===== src/rtl/uart_tx_if.sv =====
// Core-side UART data/CSR signals grouped for the transmitter.
interface uart_tx_if #(
    parameter int unsigned FIFO_DEPTH = 4
);
    localparam int unsigned CntW = $clog2(FIFO_DEPTH) + 1;

    logic            wen;
    logic [7:0]      wdata;
    logic            clr_ovf;
    logic            tx;
    logic            busy;
    logic            full;
    logic [CntW-1:0] count;
    logic            overflow;

    modport master (
        output wen, wdata, clr_ovf,
        input  tx, busy, full, count, overflow
    );

    modport slave (
        input  wen, wdata, clr_ovf,
        output tx, busy, full, count, overflow
    );
endinterface


===== src/rtl/uart_tx.sv =====
// 8N1 UART transmitter with a small byte FIFO; LSB first, line idles high.
module uart_tx #(
    parameter int unsigned CLKS_PER_BIT = 104,
    parameter int unsigned FIFO_DEPTH   = 4
) (
    input logic      clk,
    input logic      rst,
    uart_tx_if.slave bus
);
    localparam int unsigned PtrW = $clog2(FIFO_DEPTH);
    localparam int unsigned CntW = PtrW + 1;
    localparam int unsigned BaudW = $clog2(CLKS_PER_BIT);
    localparam logic [BaudW-1:0] BaudMax = BaudW'(CLKS_PER_BIT - 1);
    localparam logic [CntW-1:0]  CntFull = CntW'(FIFO_DEPTH);

    typedef enum logic [1:0] {StIdle, StStart, StData, StStop} state_e;

    state_e            state_q, state_d;
    logic [BaudW-1:0]  baud_q, baud_d;
    logic [2:0]        idx_q, idx_d;
    logic [7:0]        shift_q, shift_d;
    logic              tx_q, tx_d;
    logic [PtrW-1:0]   wr_ptr_q, rd_ptr_q;
    logic [CntW-1:0]   count_q, count_d;
    logic              ovf_q, ovf_d;
    logic [7:0]        mem [FIFO_DEPTH];

    logic full;
    logic push;
    logic pop;
    logic bit_end;

    // Push is decided from pre-edge fullness; a same-cycle pop never rescues a write.
    assign full    = (count_q == CntFull);
    assign push    = bus.wen && !full;
    assign bit_end = (baud_q == BaudMax);

    // FIFO storage; no reset needed, occupancy is tracked by count_q.
    always_ff @(posedge clk) begin
        if (push) begin
            mem[wr_ptr_q] <= bus.wdata;
        end
    end

    // Next-state, pop decision and registered line level.
    always_comb begin
        state_d = state_q;
        baud_d  = baud_q;
        idx_d   = idx_q;
        shift_d = shift_q;
        pop     = 1'b0;
        unique case (state_q)
            StIdle: begin
                if (count_q != '0) begin
                    pop     = 1'b1;
                    shift_d = mem[rd_ptr_q];
                    baud_d  = '0;
                    state_d = StStart;
                end
            end
            StStart: begin
                if (bit_end) begin
                    baud_d  = '0;
                    idx_d   = 3'd0;
                    state_d = StData;
                end else begin
                    baud_d = baud_q + BaudW'(1);
                end
            end
            StData: begin
                if (bit_end) begin
                    baud_d  = '0;
                    shift_d = {1'b0, shift_q[7:1]};
                    idx_d   = idx_q + 3'd1;
                    if (idx_q == 3'd7) begin
                        state_d = StStop;
                    end
                end else begin
                    baud_d = baud_q + BaudW'(1);
                end
            end
            StStop: begin
                if (bit_end) begin
                    baud_d = '0;
                    // Chain straight into the next start bit when data is waiting.
                    if (count_q != '0) begin
                        pop     = 1'b1;
                        shift_d = mem[rd_ptr_q];
                        state_d = StStart;
                    end else begin
                        state_d = StIdle;
                    end
                end else begin
                    baud_d = baud_q + BaudW'(1);
                end
            end
        endcase

        // Line level is derived from the next state so tx_q is glitch-free.
        unique case (state_d)
            StStart: tx_d = 1'b0;
            StData:  tx_d = shift_d[0];
            default: tx_d = 1'b1;
        endcase
    end

    // Occupancy and sticky overflow next-state.
    always_comb begin
        count_d = count_q;
        if (push && !pop) begin
            count_d = count_q + CntW'(1);
        end else if (pop && !push) begin
            count_d = count_q - CntW'(1);
        end
        ovf_d = ovf_q;
        if (bus.wen && full) begin
            ovf_d = 1'b1;
        end else if (bus.clr_ovf) begin
            ovf_d = 1'b0;
        end
    end

    // State registers; reset forces the line high without waiting for a clock.
    always_ff @(posedge clk or negedge rst) begin
        if (!rst) begin
            state_q  <= StIdle;
            baud_q   <= '0;
            idx_q    <= 3'd0;
            shift_q  <= 8'h00;
            tx_q     <= 1'b1;
            wr_ptr_q <= '0;
            rd_ptr_q <= '0;
            count_q  <= '0;
            ovf_q    <= 1'b0;
        end else begin
            state_q <= state_d;
            baud_q  <= baud_d;
            idx_q   <= idx_d;
            shift_q <= shift_d;
            tx_q    <= tx_d;
            count_q <= count_d;
            ovf_q   <= ovf_d;
            if (push) begin
                wr_ptr_q <= wr_ptr_q + PtrW'(1);
            end
            if (pop) begin
                rd_ptr_q <= rd_ptr_q + PtrW'(1);
            end
        end
    end

    assign bus.tx       = tx_q;
    assign bus.busy     = (state_q != StIdle) || (count_q != '0);
    assign bus.full     = full;
    assign bus.count    = count_q;
    assign bus.overflow = ovf_q;

endmodule


===== src/flat_wrapper.sv =====
// flat-port wrapper written by rule: the top's interface ports become plain ports
module uart_tx_flat 
#(
    parameter int unsigned CLKS_PER_BIT = 104,
    parameter int unsigned FIFO_DEPTH   = 4
)
  (clk, rst, bus_wen, bus_wdata, bus_clr_ovf, bus_tx, bus_busy, bus_full, bus_count, bus_overflow);
  uart_tx_if #(.FIFO_DEPTH(FIFO_DEPTH)) bus_i ();
  input logic clk;
  input logic rst;
  input wire logic [$bits(bus_i.wen)-1:0] bus_wen;
  input wire logic [$bits(bus_i.wdata)-1:0] bus_wdata;
  input wire logic [$bits(bus_i.clr_ovf)-1:0] bus_clr_ovf;
  output wire logic [$bits(bus_i.tx)-1:0] bus_tx;
  output wire logic [$bits(bus_i.busy)-1:0] bus_busy;
  output wire logic [$bits(bus_i.full)-1:0] bus_full;
  output wire logic [$bits(bus_i.count)-1:0] bus_count;
  output wire logic [$bits(bus_i.overflow)-1:0] bus_overflow;
  assign bus_i.wen = bus_wen;
  assign bus_i.wdata = bus_wdata;
  assign bus_i.clr_ovf = bus_clr_ovf;
  assign bus_tx = bus_i.tx;
  assign bus_busy = bus_i.busy;
  assign bus_full = bus_i.full;
  assign bus_count = bus_i.count;
  assign bus_overflow = bus_i.overflow;
  uart_tx #(.CLKS_PER_BIT(CLKS_PER_BIT), .FIFO_DEPTH(FIFO_DEPTH)) u_core (.clk(clk), .rst(rst), .bus(bus_i));
endmodule

===== config.mk =====
export PLATFORM = sky130hd
export DESIGN_NAME = uart_tx_flat
export DESIGN_NICKNAME = d
export VERILOG_FILES = /design/src/rtl/uart_tx_if.sv /design/src/rtl/uart_tx.sv /design/src/flat_wrapper.sv
export SDC_FILE = /design/constraint.sdc
export NUM_CORES = 1
export LEC_CHECK = 0
export ABC_AREA = 0
export CORE_AREA = 2 2 87 89
export DETAILED_ROUTE_END_ITERATION = 7
export DIE_AREA = 0 0 89 91
export DONT_BUFFER_PORTS = 1
export PLACE_DENSITY = 0.66
export SLEW_MARGIN = 5
export SYNTH_ARGS = -nofsm -noshare
export SYNTH_HDL_FRONTEND = slang
export SYNTH_SLANG_ARGS = --single-unit

===== constraint.sdc =====
create_clock -name clk -period 3.32 [get_ports clk]
set_clock_uncertainty 0.15 [all_clocks]
set_input_delay 0.664 -clock clk [delete_from_list [all_inputs] [get_ports clk]]
set_output_delay 0.664 -clock clk [all_outputs]
set_load 0.02 [all_outputs]

; ---- Word level (Yosys, flattened, before mapping)
; Memory sizes are Yosys's and may differ from the RTL's.
; Index checks and enable logic that the tools add are counted.
[word_totals]
mem_count = 1
in_bits = 12
ramBits = 32
regBits = 29
output_inout_bits = 7
[mem_list]
columns = name, depth, word_bits, rd, rd_clocked_by_memory_dff, write_ports, line
row1 = u_core.mem, 4, 8, 1, 0, 1, uart_tx.sv:26  ; logic [7:0] mem [FIFO_DEPTH];
[op_classes]
mux = 27
addsub = 6
eq_ne = 12
n_reduce_logical = 18
[ops]
columns = cell, count
row1 = 2-to-1 mux 8 bit, 3
row2 = case mux 8 bit (3 select lines), 1
row3 = 2-to-1 mux 7 bit, 2
row4 = case mux 7 bit (2 select lines), 1
row5 = 2-to-1 mux 3 bit, 4
row6 = 2-to-1 mux 2 bit, 5
row7 = inequality test 2 x 1 -> 1 bit (second input constant), 4
row8 = case mux 2 bit (4 select lines), 1
row9 = nonzero test 2 bit, 4
row10 = adder 7 x 1 -> 7 bit (second input constant), 1
row11 = == test 7 bit (second input constant), 1
row12 = 2-to-1 mux 1 bit, 7
row13 = adder 3 x 1 -> 3 bit (second input constant), 2
row14 = == test 2 bit (second input constant), 3
row15 = == test 3 bit (second input constant), 2
row16 = case mux 3 bit (2 select lines), 1
row17 = AND reduction 3 bit, 2
row18 = nonzero test 3 bit, 2
row19 = adder 2 x 1 -> 2 bit (second input constant), 2
row20 = == test 2 x 1 -> 1 bit (second input constant), 2
row21 = logical AND 1 bit, 4
row22 = case mux 1 bit (2 select lines), 2
row23 = logical NOT 1 bit, 3
row24 = OR reduction 3 bit, 1
row25 = other kinds (3), 3

; ---- Logic depth before layout (Yosys ltp)
[logic_depth]
depth_word = 7
ltp_mapped = 11
mapped_depth_nobuf = 11

; ---- Least setup slack after synthesis
; No wires, ideal clock.
[synth_path]
path_kind = flip-flop to flip-flop
startpoint = reg u_core.count_q[0] (netlist: u_core.bus.count[0])
endpoint = reg u_core.count_q[1] (netlist: u_core.bus.count[1])
stages_incl_launch_ff = 8
arrival_ns = 2.401
required_ns = 3.045
setup_ns = 0.125
period_less_slack_ns = 2.676
slack_ns = 0.644
path_cell_list = dfrtp_1 nor3b_1 nor2b_1 clkbuf_1 ha_1 inv_1 fa_1 mux2_2
[synth_between]
elab_cells_between_ends = 16
cone_classes = 2 x add/sub / 1 x eq/ne / 5 x mux / 8 x reduce/logical
[synth_lines]
columns = element, line
row1 = "start, declared", uart_tx.sv:24  ; logic [CntW-1:0] count_q, count_d;
row2 = "start signal, assigned", uart_tx.sv:141  ; count_q <= count_d;
row3 = == test 3 bit, uart_tx.sv:34  ; assign full = (count_q == CntFull);
row4 = net bus_full, flat_wrapper.sv:16  ; output wire logic [$bits(bus_i.full)-1:0] bus_full;
row5 = logical NOT 1 bit, uart_tx.sv:35  ; assign push = bus.wen && !full;
row6 = logical AND 1 bit, uart_tx.sv:35
row7 = net u_core.push, uart_tx.sv:29  ; logic push;
row8 = logical AND 1 bit, uart_tx.sv:110  ; if (push && !pop) begin
row9 = 2-to-1 mux 3 bit, uart_tx.sv:110
row10 = net u_core.count_d[1], uart_tx.sv:24
; The timed path passes the listed nets, and every way through them passes these cells. The select of a mux whose other input is x is not followed.
; A chain may end at the register's enable or synchronous reset.

; ---- Final worst setup path
[layout_path]
startpoint = reg u_core.state_q[1]
endpoint = out bus_busy
[layout_between]
elab_chain_len = 2
[layout_lines]
columns = element, line
row1 = "start, declared", uart_tx.sv:18  ; state_e state_q, state_d;
row2 = "start signal, assigned", uart_tx.sv:126  ; state_q <= StIdle;
row3 = "start signal, assigned", uart_tx.sv:136  ; state_q <= state_d;
row4 = nonzero test 2 bit, uart_tx.sv:153  ; assign bus.busy = (state_q != StIdle) || (count_q != '0);
row5 = logical OR 1 bit, uart_tx.sv:153
row6 = "end, declared", flat_wrapper.sv:15  ; output wire logic [$bits(bus_i.busy)-1:0] bus_busy;
; Every way passes these cells.

==> impl_metrics.tcl <==
set metrics [dict create \
    yosys_register_bits 61 \
    grt_setup_unrepaired "no" \
    setup_viol 0 \
    first_global_vias 1776 \
    final_cells 334 \
    postCtsSetupRepairBufs 0 \
    rows 31 \
    routabilityCongestion 0.800 \
    start_util_pct 41.4 \
    cp-start-kind "flop" \
    synth-compound-area-share_pct 11.3 \
    grt_pass1_wl_um 8760 \
    grtUsageMet2_pct 22.6 \
    synthMuxAreaShare_pct 6.48 \
    grt-ovfl-total 0 \
    syn2layout_area_growth_pct 10.8 \
    cts.htree.levels 3 \
    leakage_nw 1.25 \
    drtIter0Drc 121 \
    synthFlopType "edfxtp_1" \
    holdCritPathClass "in -> reg" \
    nNetsFinal 256 \
    finalPower_w 0.00273 \
    finalCriticalPeriod_ns 2.83 \
    finalMaxSlewViolations 0 \
    synth_top_family_by_area "simple AND/OR/NAND/NOR gates" \
    ys_seq_area_share_pct 57.1 \
    power_per_cell_area_mw_per_mm2 835 \
    drive_above_1_share_pct 18.7 \
    tns_ns 0 \
    synth.distinct_cells 51 \
    cts_buffers 9 \
    yosys.area_share.simple_pct 12.8 \
    crit_fanout 9 \
    grt-busiest-layer "met2" \
    antenna-diode-count 0 \
    syn_nets 251 \
    firstDrtPassIters 4 \
    timing.fmax_mhz 353 \
    synth-xor-area-share_pct 2.96 \
    grt_max_degree 30 \
    ctsHoldBuffers 2 \
    fp.dieW_um 89 \
    critPathRequiredTime_ns 2.51 \
    placedCellCount 316 \
    cts_root_buffer "clkbuf_8" \
    vias_per_cell 5.23 \
    dp_hpwl_um 3440 \
    clk_latency_ns 0.34 \
    avgRoutedWirePerCell_um 15.3 \
    design_area_mm2 0.00327 \
    synth-async-reset-ratio_pct 47.5 \
    io_pins 19 \
    syn_area_per_cell_um2 13.1 \
    maxCapViolations 0 \
    ant_nets 0 \
    grt_use_met3_pct 4.64 \
    synth_adder_area_share_pct 6.18 \
    netlist_instances 225 \
    drc 0 \
    ys_warn_count 0 \
    synth_edf_count 32 \
    coreArea_mm2 0.00714 \
    crit_arrival_ns 2.02 \
    fin_crit_sh_pct 85.3 \
    finalHoldViolCount 0 \
    timing.max_slew.rel_slack_pct 61.4 \
    routed_wl_um 5120 \
    die_y_um 91 \
    outcome "finished, final reports clean" \
    antenna_found_initial 0 \
    port_buffers 0 \
    place_area_mm2 0.00305 \
    post_synth_instance_area_mm2 0.00296 \
    grtUsageMet1_pct 18.2 \
    vdd_ir_drop_max_mv 0.516 \
    clock_sinks 61 \
    post_cts_resized 0 \
    cts_tree "built" \
    crit_type "reg -> out" \
    end_kind "output port" \
    cts.path.max_buffers 2 \
    vias 1748 \
    dieArea_mm2 0.00810 \
    clk_pin_slew_ns 0.07 \
    tightest_slew_ns 0.579 \
    grt_util_all_layers_pct 14.3 \
]
[per-stage QoR]
step	hold slack (ns)	setup slack, ns	util [%]
final	0.260	0.489	45.9
after global routing	0.243	0.375	45.9
after CTS	0.246	0.467	45.9
after detailed placement	0.219	0.605	42.7
after global placement	0.219	0.673	42.7
after floorplan	0.218	0.644	-
[worst paths after layout]
check	start	slack, ns	endpoint	cells after the start
min in group asynchronous	rst	0.61	u_core.state_q[1]	2
setup reg to reg	u_core.baud_q[0]	0.58	u_core.bus.count[2]	11
setup / recovery	u_core.state_q[1]	0.49	bus_busy	3
max in group asynchronous	rst	2.18	u_core.bus.tx	2
hold reg to reg	u_core.idx_q[2]	0.35	u_core.idx_q[2]	1
hold / removal	bus_wdata[2]	0.26	u_core.mem[0][2]	0
[routing by layer]
| layer | routed length [um] | vias to the layer above |
|---|---|---|
| li1 | - | 851 |
| met5 | 0 | - |
| met4 | 93 | 0 |
| met1 | 2360 | 868 |
| met2 | 2500 | 22 |
| met3 | 169 | 7 |
[power breakdown]
| group | switching, W | internal [W] | total (W) |
|---|---|---|---|
| sequential | 0.000216 | 0.00101 | 0.00123 |
| combinational | 0.000451 | 0.000396 | 0.000847 |
| clock | 0.000309 | 0.000348 | 0.000657 |
| total | 0.000975 | 0.00176 | 0.00273 |
[final cells by class]
class / count / area, um2
Multi-Input combinational cell: 143 / 1170
Tap cell: 99 / 124
Sequential cell: 61 / 1690
Fill cell: 663 / 3860
Clock inverter: 7 / 75.1
Timing Repair Buffer: 5 / 52.6
Inverter: 10 / 37.5
Clock buffer: 9 / 124
[cell families (layout without fill, tap and decap cells)]
kind of cell    Yosys count  after routing
buf+inv                  21             31
mux                       9              9
xor+xnor                 10             10
simple gates             68             68
compound gates           42             42
fa+ha+maj                14             14
flops                    61             61
[state kept, by name, indices dropped and copies added, names as in the netlist, 2 cells and up]
register and cells:
u_core.baud_q 7, u_core.rd_ptr_q 2, u_core.bus.count 3, u_core.wr_ptr_q 2
u_core.state_q 2, u_core.shift_q 8, u_core.mem 32, u_core.idx_q 3
[worst max-delay path: stages, from the launching register on]
cell and delay, ns:
dfrtp_1 0.44, inv_1 0.24, ha_1 0.29, or4b_1 0.71
[placed cells by master, fill, tap and decap left out, drive strengths merged, types with 4 or more instances in the layout]
cell type  instances
nand2             23
clkbuf             9
nand3              5
o21ai             10
and2               4
inv               11
nor2b              4
ha                13
a221o              7
xnor2              7
nor2              13
dfrtp             28
a21oi              7
edfxtp            32
mux4               8
nor3               5
buf                4
[Yosys cell counts, types with 2 or more instances]
cell type  count  share of area, %
nand3_1        5              0.85
edfxtp_1      32                33
nand4b_1       2              0.59
a21oi_1        7               1.2
and2_1         4              0.85
inv_1         10               1.3
clkbuf_1       4              0.51
or4b_1         2              0.68
a32o_1         3               1.0
xnor2_1        7               2.1
xor2_1         3              0.89
o41ai_1        2              0.59
nand2_1       22               2.8
nor2b_1        4              0.85
buf_2          6               1.0
a41oi_1        2              0.59
nor2_1        13               1.7
ha_1          13               5.5
dfrtp_1       28                24
o21ai_0        9               1.5
or3_1          2              0.42
a221o_2        6               2.3
mux4_2         8               6.1
nor3_1         4              0.68
Note: power is estimated with default switching activity, not from simulation.
